==> src/rtl/chip8_pkg.sv <==
// rtl/chip8_pkg.sv - shared CHIP-8 constants, timer type and saturating decrement helper
package chip8_pkg;

    localparam int CHIP8_TICK_HZ = 60;
    localparam int CHIP8_TIMER_W = 8;
    localparam int CHIP8_CLK_HZ  = 4857480;

    typedef logic [CHIP8_TIMER_W-1:0] timer_t;

    // Timers stop at zero instead of wrapping to 255.
    function automatic timer_t timer_dec(input timer_t v);
        return (v == '0) ? '0 : v - timer_t'(1);
    endfunction

endpackage

==> src/rtl/chip8_tone_div.sv <==
// rtl/chip8_tone_div.sv - half-period divider producing the square-wave tone phase
module chip8_tone_div #(
    parameter int HALF = 5519
) (
    input  logic clk,
    input  logic rst_n,
    input  logic en,
    output logic phase
);

    localparam int CW = (HALF > 1) ? $clog2(HALF) : 1;
    localparam logic [CW-1:0] LAST = CW'(HALF - 1);

    logic [CW-1:0] cnt_q, cnt_d;
    logic          phase_q, phase_d;

    // Disabled means parked at zero, so each enable starts on a low half-period.
    always_comb begin
        cnt_d   = '0;
        phase_d = 1'b0;
        if (en) begin
            if (cnt_q == LAST) begin
                cnt_d   = '0;
                phase_d = ~phase_q;
            end else begin
                cnt_d   = cnt_q + CW'(1);
                phase_d = phase_q;
            end
        end
    end

    always_ff @(posedge clk or negedge rst_n) begin
        if (!rst_n) begin
            cnt_q   <= '0;
            phase_q <= 1'b0;
        end else begin
            cnt_q   <= cnt_d;
            phase_q <= phase_d;
        end
    end

    assign phase = phase_q;

endmodule

==> src/rtl/chip8_timer_audio.sv <==
// rtl/chip8_timer_audio.sv - CHIP-8 delay/sound timers with 60 Hz tick and gated speaker tone
module chip8_timer_audio
    import chip8_pkg::*;
#(
    parameter int CLK_HZ    = CHIP8_CLK_HZ,
    parameter int TONE_HZ   = 440,
    parameter int MIN_BEEP  = 2,
    parameter int USE_VSYNC = 1
) (
    input  logic                     clk,
    input  logic                     reset,
    input  logic                     vsync,
    input  logic                     dt_we,
    input  logic                     st_we,
    input  logic [CHIP8_TIMER_W-1:0] wdata,
    input  logic                     mute,
    output logic [CHIP8_TIMER_W-1:0] dt_value,
    output logic [CHIP8_TIMER_W-1:0] st_value,
    output logic                     tick,
    output logic                     beep,
    output logic                     spkr
);

    localparam int     HALF       = CLK_HZ / (2 * TONE_HZ);
    localparam timer_t MIN_BEEP_V = timer_t'(MIN_BEEP);

    logic [1:0] rst_sync_q, rst_sync_d;
    logic       rst_n;

    // Assert immediately, release two clocks later so no flop sees a runt deassert.
    always_comb rst_sync_d = {rst_sync_q[0], 1'b1};

    always_ff @(posedge clk or negedge reset) begin
        if (!reset) rst_sync_q <= '0;
        else        rst_sync_q <= rst_sync_d;
    end

    assign rst_n = rst_sync_q[1];

    logic tick_d, tick_q;

    generate
        if (USE_VSYNC != 0) begin : g_vsync
            // [0] metastable stage, [1] synchronised vsync, [2] previous synchronised value
            logic [2:0] vs_q, vs_d;

            always_comb vs_d = {vs_q[1:0], vsync};

            always_ff @(posedge clk or negedge rst_n) begin
                if (!rst_n) vs_q <= '0;
                else        vs_q <= vs_d;
            end

            assign tick_d = vs_q[1] & ~vs_q[2];
        end else begin : g_div
            localparam int DIV = CLK_HZ / CHIP8_TICK_HZ;
            localparam int DW  = (DIV > 1) ? $clog2(DIV) : 1;
            localparam logic [DW-1:0] DIV_LAST = DW'(DIV - 1);

            logic [DW-1:0] div_q, div_d;
            logic          unused_vsync;

            assign unused_vsync = vsync;

            always_comb div_d = (div_q == DIV_LAST) ? '0 : div_q + DW'(1);

            always_ff @(posedge clk or negedge rst_n) begin
                if (!rst_n) div_q <= '0;
                else        div_q <= div_d;
            end

            assign tick_d = (div_q == DIV_LAST);
        end
    endgenerate

    timer_t dt_q, dt_d;
    timer_t st_q, st_d;
    logic   beep_q, beep_d;
    logic   spkr_q, spkr_d;
    logic   phase;

    // A write in the same cycle as a tick overrides the decrement.
    always_comb begin
        dt_d = dt_q;
        st_d = st_q;
        if (tick_q) begin
            dt_d = timer_dec(dt_q);
            st_d = timer_dec(st_q);
        end
        if (dt_we) dt_d = wdata;
        if (st_we) st_d = wdata;
        beep_d = (st_q >= MIN_BEEP_V);
        spkr_d = beep_q & phase & ~mute;
    end

    always_ff @(posedge clk or negedge rst_n) begin
        if (!rst_n) begin
            tick_q <= 1'b0;
            dt_q   <= '0;
            st_q   <= '0;
            beep_q <= 1'b0;
            spkr_q <= 1'b0;
        end else begin
            tick_q <= tick_d;
            dt_q   <= dt_d;
            st_q   <= st_d;
            beep_q <= beep_d;
            spkr_q <= spkr_d;
        end
    end

    chip8_tone_div #(
        .HALF (HALF)
    ) u_tone (
        .clk   (clk),
        .rst_n (rst_n),
        .en    (beep_q),
        .phase (phase)
    );

    assign dt_value = dt_q;
    assign st_value = st_q;
    assign tick     = tick_q;
    assign beep     = beep_q;
    assign spkr     = spkr_q;

endmodule
==> config.mk <==
export PLATFORM = sky130hd
export DESIGN_NAME = chip8_timer_audio
export DESIGN_NICKNAME = d
export VERILOG_FILES = /design/src/rtl/chip8_pkg.sv /design/src/rtl/chip8_tone_div.sv /design/src/rtl/chip8_timer_audio.sv
export SDC_FILE = /design/constraint.sdc
export NUM_CORES = 1
export LEC_CHECK = 0
export ABC_AREA = 1
export CAP_MARGIN = 20
export CORE_MARGIN = 10
export CORE_UTILIZATION = 30
export CTS_CLUSTER_DIAMETER = 40
export DETAILED_ROUTE_END_ITERATION = 16
export GPL_ROUTABILITY_DRIVEN = 0
export SYNTH_ARGS = -nofsm -noshare
export SYNTH_HDL_FRONTEND = slang
export SYNTH_SLANG_ARGS = --single-unit
==> constraint.sdc <==
create_clock -name clk -period 1.3 [get_ports clk]
set_clock_uncertainty 0.1 [all_clocks]
set_input_delay 0.26 -clock clk [delete_from_list [all_inputs] [get_ports clk]]
set_output_delay 0.26 -clock clk [all_outputs]
set_load 0.02 [all_outputs]
==> results of run 1 <==
-- what timing repair did --
action | 4_1_cts | 5_1_grt
pin swaps | 9 | 23
setup buffers | 9 | 6
gates resized for setup | 94 | 50
endpoints found under the setup margin | 46 | 38
-- state kept, by name, indices dropped and copies added (netlist names) --
| name | flops |
|---|---|
| beep | 1 |
| dt_value | 8 |
| g_vsync.vs_q | 3 |
| rst_sync_q | 2 |
| spkr | 1 |
| st_value | 8 |
| tick | 1 |
| u_tone.cnt_q | 13 |
| u_tone.phase | 1 |
-- layout by cell type, fill, tap and decap left out, types with 10 or more instances in the layout --
master / netlist / final
nand2_1: 52 / 47
o21ai_2: 8 / 11
nor2_1: 34 / 18
nor2_2: 6 / 10
a22oi_1: 16 / 16
buf_4: 0 / 48
clkdlybuf4s50_1: 0 / 13
inv_1: 26 / 20
nand2_2: 7 / 10
nor2_4: 8 / 20
dfrtp_1: 38 / 31
buf_2: 0 / 13
nand3_1: 18 / 16
buf_6: 0 / 14
-- cell type report --
cell class | instances | area, µm² | share of cell area
Timing Repair Buffer | 89 | 733 | 0.220
Sequential cell | 38 | 960 | 0.288
Multi-Input combinational cell | 188 | 1320 | 0.394
Inverter | 30 | 118 | 0.0353
Clock buffer | 8 | 90.1 | 0.0270
Tap cell | 96 | 120 | 0.0360
-- worst paths after layout --
kind / startpoint / to / slack [ns] / depth (start not counted)
max: u_tone.cnt_q[0] / u_tone.cnt_q[8] / -0.08 / 7
min: reset / rst_sync_q[0] / 0.02 / 1
max reg2reg: u_tone.cnt_q[0] / u_tone.cnt_q[8] / -0.08 / 7
min reg2reg: rst_sync_q[1] / u_tone.cnt_q[9] / 0.02 / 0
max in group asynchronous: rst_sync_q[1] / st_value[1] / 0.66 / 1
min in group clk: rst_sync_q[0] / rst_sync_q[1] / 0.26 / 0
-- critical path, delay by kind of cell, from the launching register on --
kind	cells	cell delay (ns)
adders and majority gates	1	0.13
buffers and inverters	1	0.09
DFF	1	0.42
and+or+nand+nor	5	0.53
-- routing by layer --
metal,wire (µm),vias to the layer above
met1,2570,976
met2,2970,50
met5,0,-
met3,334,12
li1,-,1030
met4,123,0
-- kinds of logic (layout without fill, tap and decap cells) --
group | Yosys count | count (layout) | share of synthesized area
xor+xnor | 6 | 6 | 0.0243
fa+ha+maj | 6 | 6 | 0.0347
other cells | 1 | 1 | 0.00174
simple gates | 143 | 143 | 0.334
buf+inv | 32 | 127 | 0.0556
compound gates | 32 | 32 | 0.109
flops | 38 | 38 | 0.440
-- through the flow --
stage | area (µm²) | total power, mW | utilization | hold WS [ns]
global placement | 2990 | 3.22 | 0.433 | 0.0268
global route | 3340 | 4.74 | 0.483 | 0.00226
CTS | 3150 | 4.19 | 0.456 | 0.0122
detailed placement | 2990 | 3.25 | 0.433 | 0.0258
floorplan | 2230 | 2.55 | - | -0.136
finish | 3340 | 4.42 | 0.483 | 0.0155
-- power breakdown --
group,switching (mW),internal [mW]
Combinational,1.00,0.926
Sequential,0.226,1.40
Clock,0.425,0.433
==> out/metrics.cfg, run 1 <==
[outcome]
run_status = complete, but fails checks
violations = setup timing

[flow_run]
max_cap_viol_count = 0

[timing]
finalCriticalPeriod_ns = 1.38
final_hold_viol_count = 0
final-max-slew-violation-count = 0
timing.final.ws_setup_ns = -0.0822
finalCritPeriodShare = 1.06
final-setup-viol-count = 26
grt_setup_unrepaired = true
timing.fmax_mhz = 723
setup-tns-final_ns = -1.20

[drt]
vias_per_cell = 4.61
via_count = 2068
postRouteAntennaNets = 0
drc = 0
wl_per_cell_um = 13.4
detailedRoute.firstIterationViolations = 85
routed_wl_um = 6000
drt_pre_antenna_iters = 4

[critical_path]
slowest_delay_ns = 0.42
crit_path_top_delay_cell = dfrtp_1
worstPathArrival_ns = 1.47
worstPathMaxFanout = 8
setup.worst_path.class = reg2reg
crit_chain = inv_2, ha_4, nand2_2, nor2_4, nand3_4, nand2_8, nor2_1
endpoint_kind = flop
startpoint_type = flop
worstPathRequired_ns = 1.39

[clock_network]
cts.sinks = 38
cts_hold_repair.buffers = 0
worst_skew_pair.late_latency_ns = 0.30
clock_tree_from_tritoncts = built
cts-root-buf = clkbuf_8
cts.path.max_buffers = 2
cts_made_buffers = 5
path_clk_slew_ns = 0.08
h-tree-depth = 2

[synthesis]
postSynthRegisterBits = 38
yosysMostFrequentCell = nand2_1
synth_unique_cells = 26
synthesis.yosys.warnings = 0
synth_fp_nets = 278
synth_top_flop_cell = dfrtp_1
top_cells_by_instance_count_after_synthesis = 52 x nand2_1, 38 x dfrtp_1, 34 x nor2_1, 26 x inv_1, 18 x nand3_1
synth.area.top_cells = dfrtp_1 44%, nand2_1 9.0%, nor2_1 5.9%
synthDominantCellAreaShare = 0.440
syn_avg_cell_area_um2 = 8.38
post_synthesis_async_set_or_reset_flop_share = 1.00
netlist_instances = 258
synth-seq-area-share = 0.440
synth_enable_flop_cells = 0
synthDominantAreaCellType = dfrtp_1
netlist_area_um2 = 2160

[global_routing]
grt_pass1_vias = 2066
grt_max_degree = 21
number_of_antenna_violations_at_the_first_check_in_global_routing = 0
gr-usage-met1 = 0.125
grtUsageMet3 = 0.0344
gr_layer_usage_met2 = 0.181
grt.overflow.total = 0
busiest_layer = met2
grt_usage = 0.107
grt_pass1_wl_um = 9740

[floorplan]
coreArea_um2 = 6910
core.rowCount = 30
die-area_um2 = 11000
boundary_pins = 33
die_width_um = 105
initial_utilization = 0.313
fp.dieH_um = 105

[layout]
drive_above_1_share = 0.479
fillerInstances = 671
count_of_antenna_diodes_in_the_layout = 0
area_growth_pct = 54.4
finalNetCount = 372
final-instance-count-excl-fill = 449

[placed_design]
placed_cells = 426
placement.setup.worst_slack_ns = -0.190
number_of_input_and_output_port_buffers_inserted = 32
detailed_place_hpwl_um = 4400

[power_and_ir_drop]
peakVddDrop_mv = 0.588
p_leak_nw = 1.53
powerDensity_nw_per_um2 = 1320

[hold_path]
worst_hold_path_type = in2async

No activity file was read; power rests on OpenSTA's default activity.
==> inputs of run 2 (changes only) <==
Settings changed: CORE_MARGIN 10 to 2, CORE_UTILIZATION 30 to 32, SKIP_CTS_REPAIR_TIMING set to 1.
==> run 2 against run 1 <==
The run still ends with setup timing left. Register-to-register slack lost 0.03 ns. Sequential share of layout area decreased by 0.67 points. Combinational power is 3% lower. Die area decreased by 32%. Cell area increased by 2.5%. Via count down 2.3%. Sequential power is essentially flat. Critical path depth rose by 1. Setup slack got worse by 0.028 ns. Wire length fell by 8.4%. Clock power up 48%.
==> out/metrics.cfg, run 2 (synthesized netlist as in run 1, its figures left out) <==
[clock_network]
cts.path.max_buffers = 2  ; unchanged
worst_skew_pair.late_latency_ns = 0.29  ; about the same
cts-root-buf = clkbuf_8
cts_made_buffers = 5  ; unchanged
h-tree-depth = 2  ; unchanged
cts.sinks = 38  ; unchanged
clock_tree_from_tritoncts = built
path_clk_slew_ns = 0.08  ; about the same

[floorplan]
boundary_pins = 33  ; unchanged
fp.dieH_um = 86.2  ; -18%
coreArea_um2 = 6420  ; -7.0%
initial_utilization = 0.336  ; +0.0236
die-area_um2 = 7430  ; -32%
die_width_um = 86.2  ; -18%
core.rowCount = 29  ; -3.3%

[power_and_ir_drop]
total_switching_power_mw = 1.63  ; -1.2%
internal_power_mw = 3.13  ; +13%
peakVddDrop_mv = 0.658  ; +12%
p_leak_nw = 1.66  ; +8.5%
power.share.sequential = 0.341  ; -0.028
power.share.clock = 0.266  ; +0.072
swShare = 0.343  ; -0.0318
pwr-share-comb = 0.393  ; -0.044
powerDensity_nw_per_um2 = 1390  ; +5.4%

[timing]
finalCriticalPeriod_ns = 1.41  ; +0.0279 ns
setup-tns-final_ns = -1.29  ; -0.0899 ns
timing.final.ws_setup_ns = -0.110  ; -0.0279 ns
final_hold_viol_count = 0  ; unchanged
final-max-slew-violation-count = 0  ; unchanged
grt_setup_unrepaired = true
finalCritPeriodShare = 1.08  ; +0.0215
timing.fmax_mhz = 709  ; -2.0%
final-setup-viol-count = 28  ; +7.7%

[critical_path]
worstPathArrival_ns = 1.53  ; +0.06 ns
endpoint_kind = flop
worstPathMaxFanout = 8  ; unchanged
crit_chain = buf_4, ha_4, nand2_2, nor2_4, nand3_4, nand2_8, nand3_2, nand2_1
crit_buf_inv = 1  ; unchanged
setup.worst_path.class = reg2reg
crit_path_top_delay_cell = dfrtp_1
startpoint_type = flop
slowest_delay_ns = 0.39  ; -0.03 ns
worstPathRequired_ns = 1.42  ; +0.03 ns
cp_top_family = simple AND/OR/NAND/NOR gates

[placed_design]
number_of_input_and_output_port_buffers_inserted = 32  ; unchanged
dpl_cell_area_um2 = 2980  ; -0.29%
detailed_place_hpwl_um = 4110  ; -6.4%
placement.setup.worst_slack_ns = -0.178  ; +0.0120 ns

[global_routing]
grt.overflow.total = 0  ; unchanged
grt_pass1_wl_um = 9360  ; -4.0%
grt_max_degree = 37  ; +76%
number_of_antenna_violations_at_the_first_check_in_global_routing = 0  ; unchanged
grt_pass1_vias = 2083  ; +0.82%
grt_usage = 0.158  ; +0.0515

[drt]
detail_route.wirelength.met1_um = 2330  ; -9.1%
route.met3.wl_um = 164  ; -51%
dr_top_layer = met4
postRouteAntennaNets = 0  ; unchanged
vias_per_cell = 4.69  ; +1.8%
drc = 0  ; unchanged
via_count = 2020  ; -2.3%
wl_met2_um = 2960  ; -0.34%
wl_per_cell_um = 12.7  ; -4.5%
routed_wl_um = 5490  ; -8.4%
drt_pre_antenna_iters = 4  ; unchanged
detailedRoute.firstIterationViolations = 43  ; -49%

[layout]
largest_register_ff_count = 13  ; unchanged
commonest_non_fill_non_tap_cells_in_the_layout = 49 x buf_4, 47 x nand2_1, 30 x dfrtp_1, 24 x nor2_1, 19 x inv_1
final_design_area_no_fill_um2 = 3420  ; +2.5%
drive_above_1_share = 0.452  ; -0.0268
fillerInstances = 580  ; -14%
largest_register_by_flop_count = u_tone.cnt_q
area_growth_pct = 58.3
finalNetCount = 373  ; +0.27%
layout.cells.most_common = buf_4
count_of_antenna_diodes_in_the_layout = 0  ; unchanged

[flow_run]
max_cap_viol_count = 0  ; unchanged

[outcome]
violations = setup timing
run_status = complete, but fails checks

[hold_path]
worst_hold_path_type = in2async

## run 2: changes by cell type in the layout (fill, tap and decap cells not counted), moves of 2 or more
cell and delta:
nor2_2 -3, nor2_1 +6, clkbuf_1 -2, bufinv_16 +2, buf_2 -10, buf_6 -3
clkbuf_2 +3, dlymetal6s2s_1 +10, nor2_4 -3, nand3_1 -2, nand3_2 +2
## run 2: power groups by stage
stage	registers [mW]	logic (mW)	clock network (mW)
3_5_place_dp	1.65	1.60	0
5_1_grt	1.66	2.07	1.34
2_1_floorplan	1.76	0.794	0
3_3_place_gp	1.64	1.58	0
4_1_cts	1.63	1.61	1.29
6_report	1.63	1.88	1.27
## run 2: worst paths after layout
path / from / end / slack, ns / depth (start not counted)
worst max-delay path: u_tone.cnt_q[1] / u_tone.phase / -0.11 / 8
worst max register to register: u_tone.cnt_q[1] / u_tone.phase / -0.11 / 8
worst min register to register: rst_sync_q[1] / st_value[2] / 0.12 / 1
max in group asynchronous: rst_sync_q[1] / dt_value[2] / 0.79 / 1
min in group clk: rst_sync_q[0] / rst_sync_q[1] / 0.25 / 0
worst min-delay path: reset / rst_sync_q[0] / 0.03 / 1
## run 2: metrics by stage
stage                     power, mW  instances  hold WS [ns]   util
final                          4.77        431        0.0296  0.532
after global routing           5.07        431        0.0190  0.532
after CTS                      4.53        417        0.0226  0.486
after detailed placement       3.25        409         0.136  0.464
after global placement         3.22        409         0.131  0.464
after floorplan                2.55        258        -0.136      -
## run 2: area by class of cell
class / instances / area, µm² / share of cell area
flip-flops and latches: 38 / 961 / 0.281
clock inverters: 2 / 60.1 / 0.0176
multi-input cells: 188 / 1300 / 0.381
well taps: 77 / 96.3 / 0.0282
clock buffers: 6 / 82.6 / 0.0241
inverters: 30 / 120 / 0.0351
repair buffers: 90 / 797 / 0.233
## run 2: routing by layer
metal / global-route usage / vias to the layer above
met5: 0 / -
met4: 0.0341 / 0
met3: 0.0333 / 4
met2: 0.295 / 30
met1: 0.187 / 950
li1: - / 1036
==> inputs of run 3 (changes only) <==
Settings changed: CORE_ASPECT_RATIO set to 2, CORE_UTILIZATION 32 to 48, PLACE_DENSITY set to 0.75, RECOVER_POWER set to 100.
==> run 3 against run 2 <==
The flow still finishes with violations (setup timing). Hold slack improved by 0.061 ns. Sequential power about the same. Cell area fell by 5.5%.
==> out/metrics.cfg, run 3 (synthesized netlist as in run 1, its figures left out) <==
[layout]
drive_above_1_share = 0.442  ; -0.0101
commonest_non_fill_non_tap_cells_in_the_layout = 46 x nand2_1, 35 x buf_4, 31 x dfrtp_1, 24 x nor2_1, 20 x inv_1
fillerInstances = 328  ; -43%
area_growth_pct = 49.6
finalNetCount = 363  ; -2.7%
largest_register_by_flop_count = u_tone.cnt_q
count_of_antenna_diodes_in_the_layout = 0  ; unchanged
postLayoutCoreUtil = 0.745  ; +0.213
layout.cells.most_common = nand2_1
largest_register_ff_count = 13  ; unchanged

[critical_path]
startpoint_type = flop
crit_chain = buf_6, ha_4, nand2_2, nor2_4, nand3_4, nand2_4, nand3_2, nand2_1
crit_path_top_delay_cell = dfrtp_1
worstPathRequired_ns = 1.43  ; about the same
endpoint_kind = flop
worstPathArrival_ns = 1.54  ; about the same
worstPathMaxFanout = 8  ; unchanged
setup.worst_path.class = reg2reg
cp_top_family = simple AND/OR/NAND/NOR gates
crit_buf_inv = 1  ; unchanged
slowest_delay_ns = 0.40  ; about the same

[hold_path]
worst_hold_path_type = in2async

[clock_network]
cts_made_buffers = 5  ; unchanged
cts.path.max_buffers = 2  ; unchanged
cts-root-buf = clkbuf_8
worst_skew_pair.late_latency_ns = 0.29  ; about the same
cts.sinks = 38  ; unchanged
clock_tree_from_tritoncts = built
path_clk_slew_ns = 0.08  ; about the same
h-tree-depth = 2  ; unchanged

[power_and_ir_drop]
pwr-share-comb = 0.426  ; +0.033
power.share.clock = 0.196  ; -0.070
peakVddDrop_mv = 1.06  ; +62%
power.share.sequential = 0.379  ; +0.038
total_switching_power_mw = 1.66  ; +1.3%
design_power_mw = 4.35  ; -8.9%
internal_power_mw = 2.69  ; -14%
swShare = 0.381  ; +0.0383
powerDensity_nw_per_um2 = 1340  ; -3.6%
p_leak_nw = 1.55  ; -6.9%

[global_routing]
grt.overflow.total = 0  ; unchanged
grt_pass1_vias = 2145  ; +3.0%
grt_usage = 0.249  ; +0.0904
grt_pass1_wl_um = 9480  ; +1.3%
grt_max_degree = 20  ; -46%
number_of_antenna_violations_at_the_first_check_in_global_routing = 0  ; unchanged

[drt]
detailedRoute.firstIterationViolations = 45  ; +4.7%
vias_per_cell = 5.20  ; +11%
drc = 0  ; unchanged
drt_pre_antenna_iters = 4  ; unchanged
postRouteAntennaNets = 0  ; unchanged
routed_wl_um = 6020  ; +9.6%
wl_per_cell_um = 15.1  ; +19%
via_count = 2068  ; +2.4%

[floorplan]
coreArea_um2 = 4340  ; -32%
initial_utilization = 0.498  ; +0.162
boundary_pins = 33  ; unchanged
die_width_um = 51.4  ; -40%
die-area_um2 = 5090  ; -31%
core.rowCount = 34  ; +17%
fp.dieH_um = 98.9  ; +15%

[outcome]
run_status = complete, but fails checks
violations = setup timing

[timing]
final-setup-viol-count = 29  ; +3.6%
final_hold_viol_count = 0  ; unchanged
timing.fmax_mhz = 708  ; -0.12%
final-max-slew-violation-count = 0  ; unchanged
grt_setup_unrepaired = true
timing.final.ws_setup_ns = -0.112  ; -0.00165 ns
timing.hold.ws_ns = 0.0906  ; +0.0610 ns
finalCriticalPeriod_ns = 1.41  ; +0.00165 ns
finalCritPeriodShare = 1.09  ; +0.00127

[placed_design]
placement.setup.worst_slack_ns = -0.183  ; -0.00486 ns
number_of_input_and_output_port_buffers_inserted = 32  ; unchanged
detailed_place_hpwl_um = 4490  ; +9.1%

[flow_run]
max_cap_viol_count = 0  ; unchanged

## run 3: cell types whose count changed in the layout (fill, tap and decap cells not counted), sizes merged
cell	delta
bufinv	-2
clkbuf	+5
clkinv	+1
clkinvlp	+1
buf	-11
dlygate4sd3	+2
dlymetal6s2s	-4
clkdlybuf4s50	-2
## run 3: worst paths after layout
path | start | end | slack, ns | depth (start not counted)
hold reg to reg | rst_sync_q[1] | g_vsync.vs_q[1] | 0.21 | 1
setup reg to reg | u_tone.cnt_q[1] | u_tone.phase | -0.11 | 8
min in group clk | g_vsync.vs_q[0] | g_vsync.vs_q[1] | 0.26 | 0
setup / recovery | u_tone.cnt_q[1] | u_tone.phase | -0.11 | 8
hold / removal | reset | rst_sync_q[1] | 0.09 | 1
max in group asynchronous | rst_sync_q[1] | st_value[2] | 0.54 | 1
## run 3: layout make-up
type / count / area [µm²] / share of cell area
clock buffers: 6 / 82.6 / 0.0255
clock inverters: 2 / 12.5 / 0.00387
inverters: 30 / 118 / 0.0364
multi-input cells: 188 / 1290 / 0.401
flip-flops and latches: 38 / 960 / 0.297
well taps: 54 / 67.6 / 0.0209
repair buffers: 80 / 698 / 0.216
## run 3: per-stage QoR
step | TNS [ns] | cells | instance area, µm²
after detailed placement | -3.15 | 379 | 2890
after floorplan | -0.0416 | 258 | 2230
final | -1.36 | 398 | 3230
after global routing | -3.42 | 398 | 3230
after CTS | -8.60 | 387 | 2980
after global placement | -2.78 | 379 | 2890
## run 3: routing by layer
metal	GRT usage	vias up	share of wire
met4	0.128	0	0.030
met1	0.220	998	0.33
met5	0	-	0
met3	0.0394	13	0.030
met2	0.495	45	0.61
li1	-	1012	-
## run 3: power groups by stage
stage          Combinational [mW]  Clock [mW]  Sequential (mW)
2_1_floorplan               0.794           0             1.76
3_3_place_gp                 1.59           0             1.63
3_5_place_dp                 1.62           0             1.63
4_1_cts                      1.63       0.872             1.61
5_1_grt                      2.01       0.916             1.68
6_report                     1.85       0.850             1.65
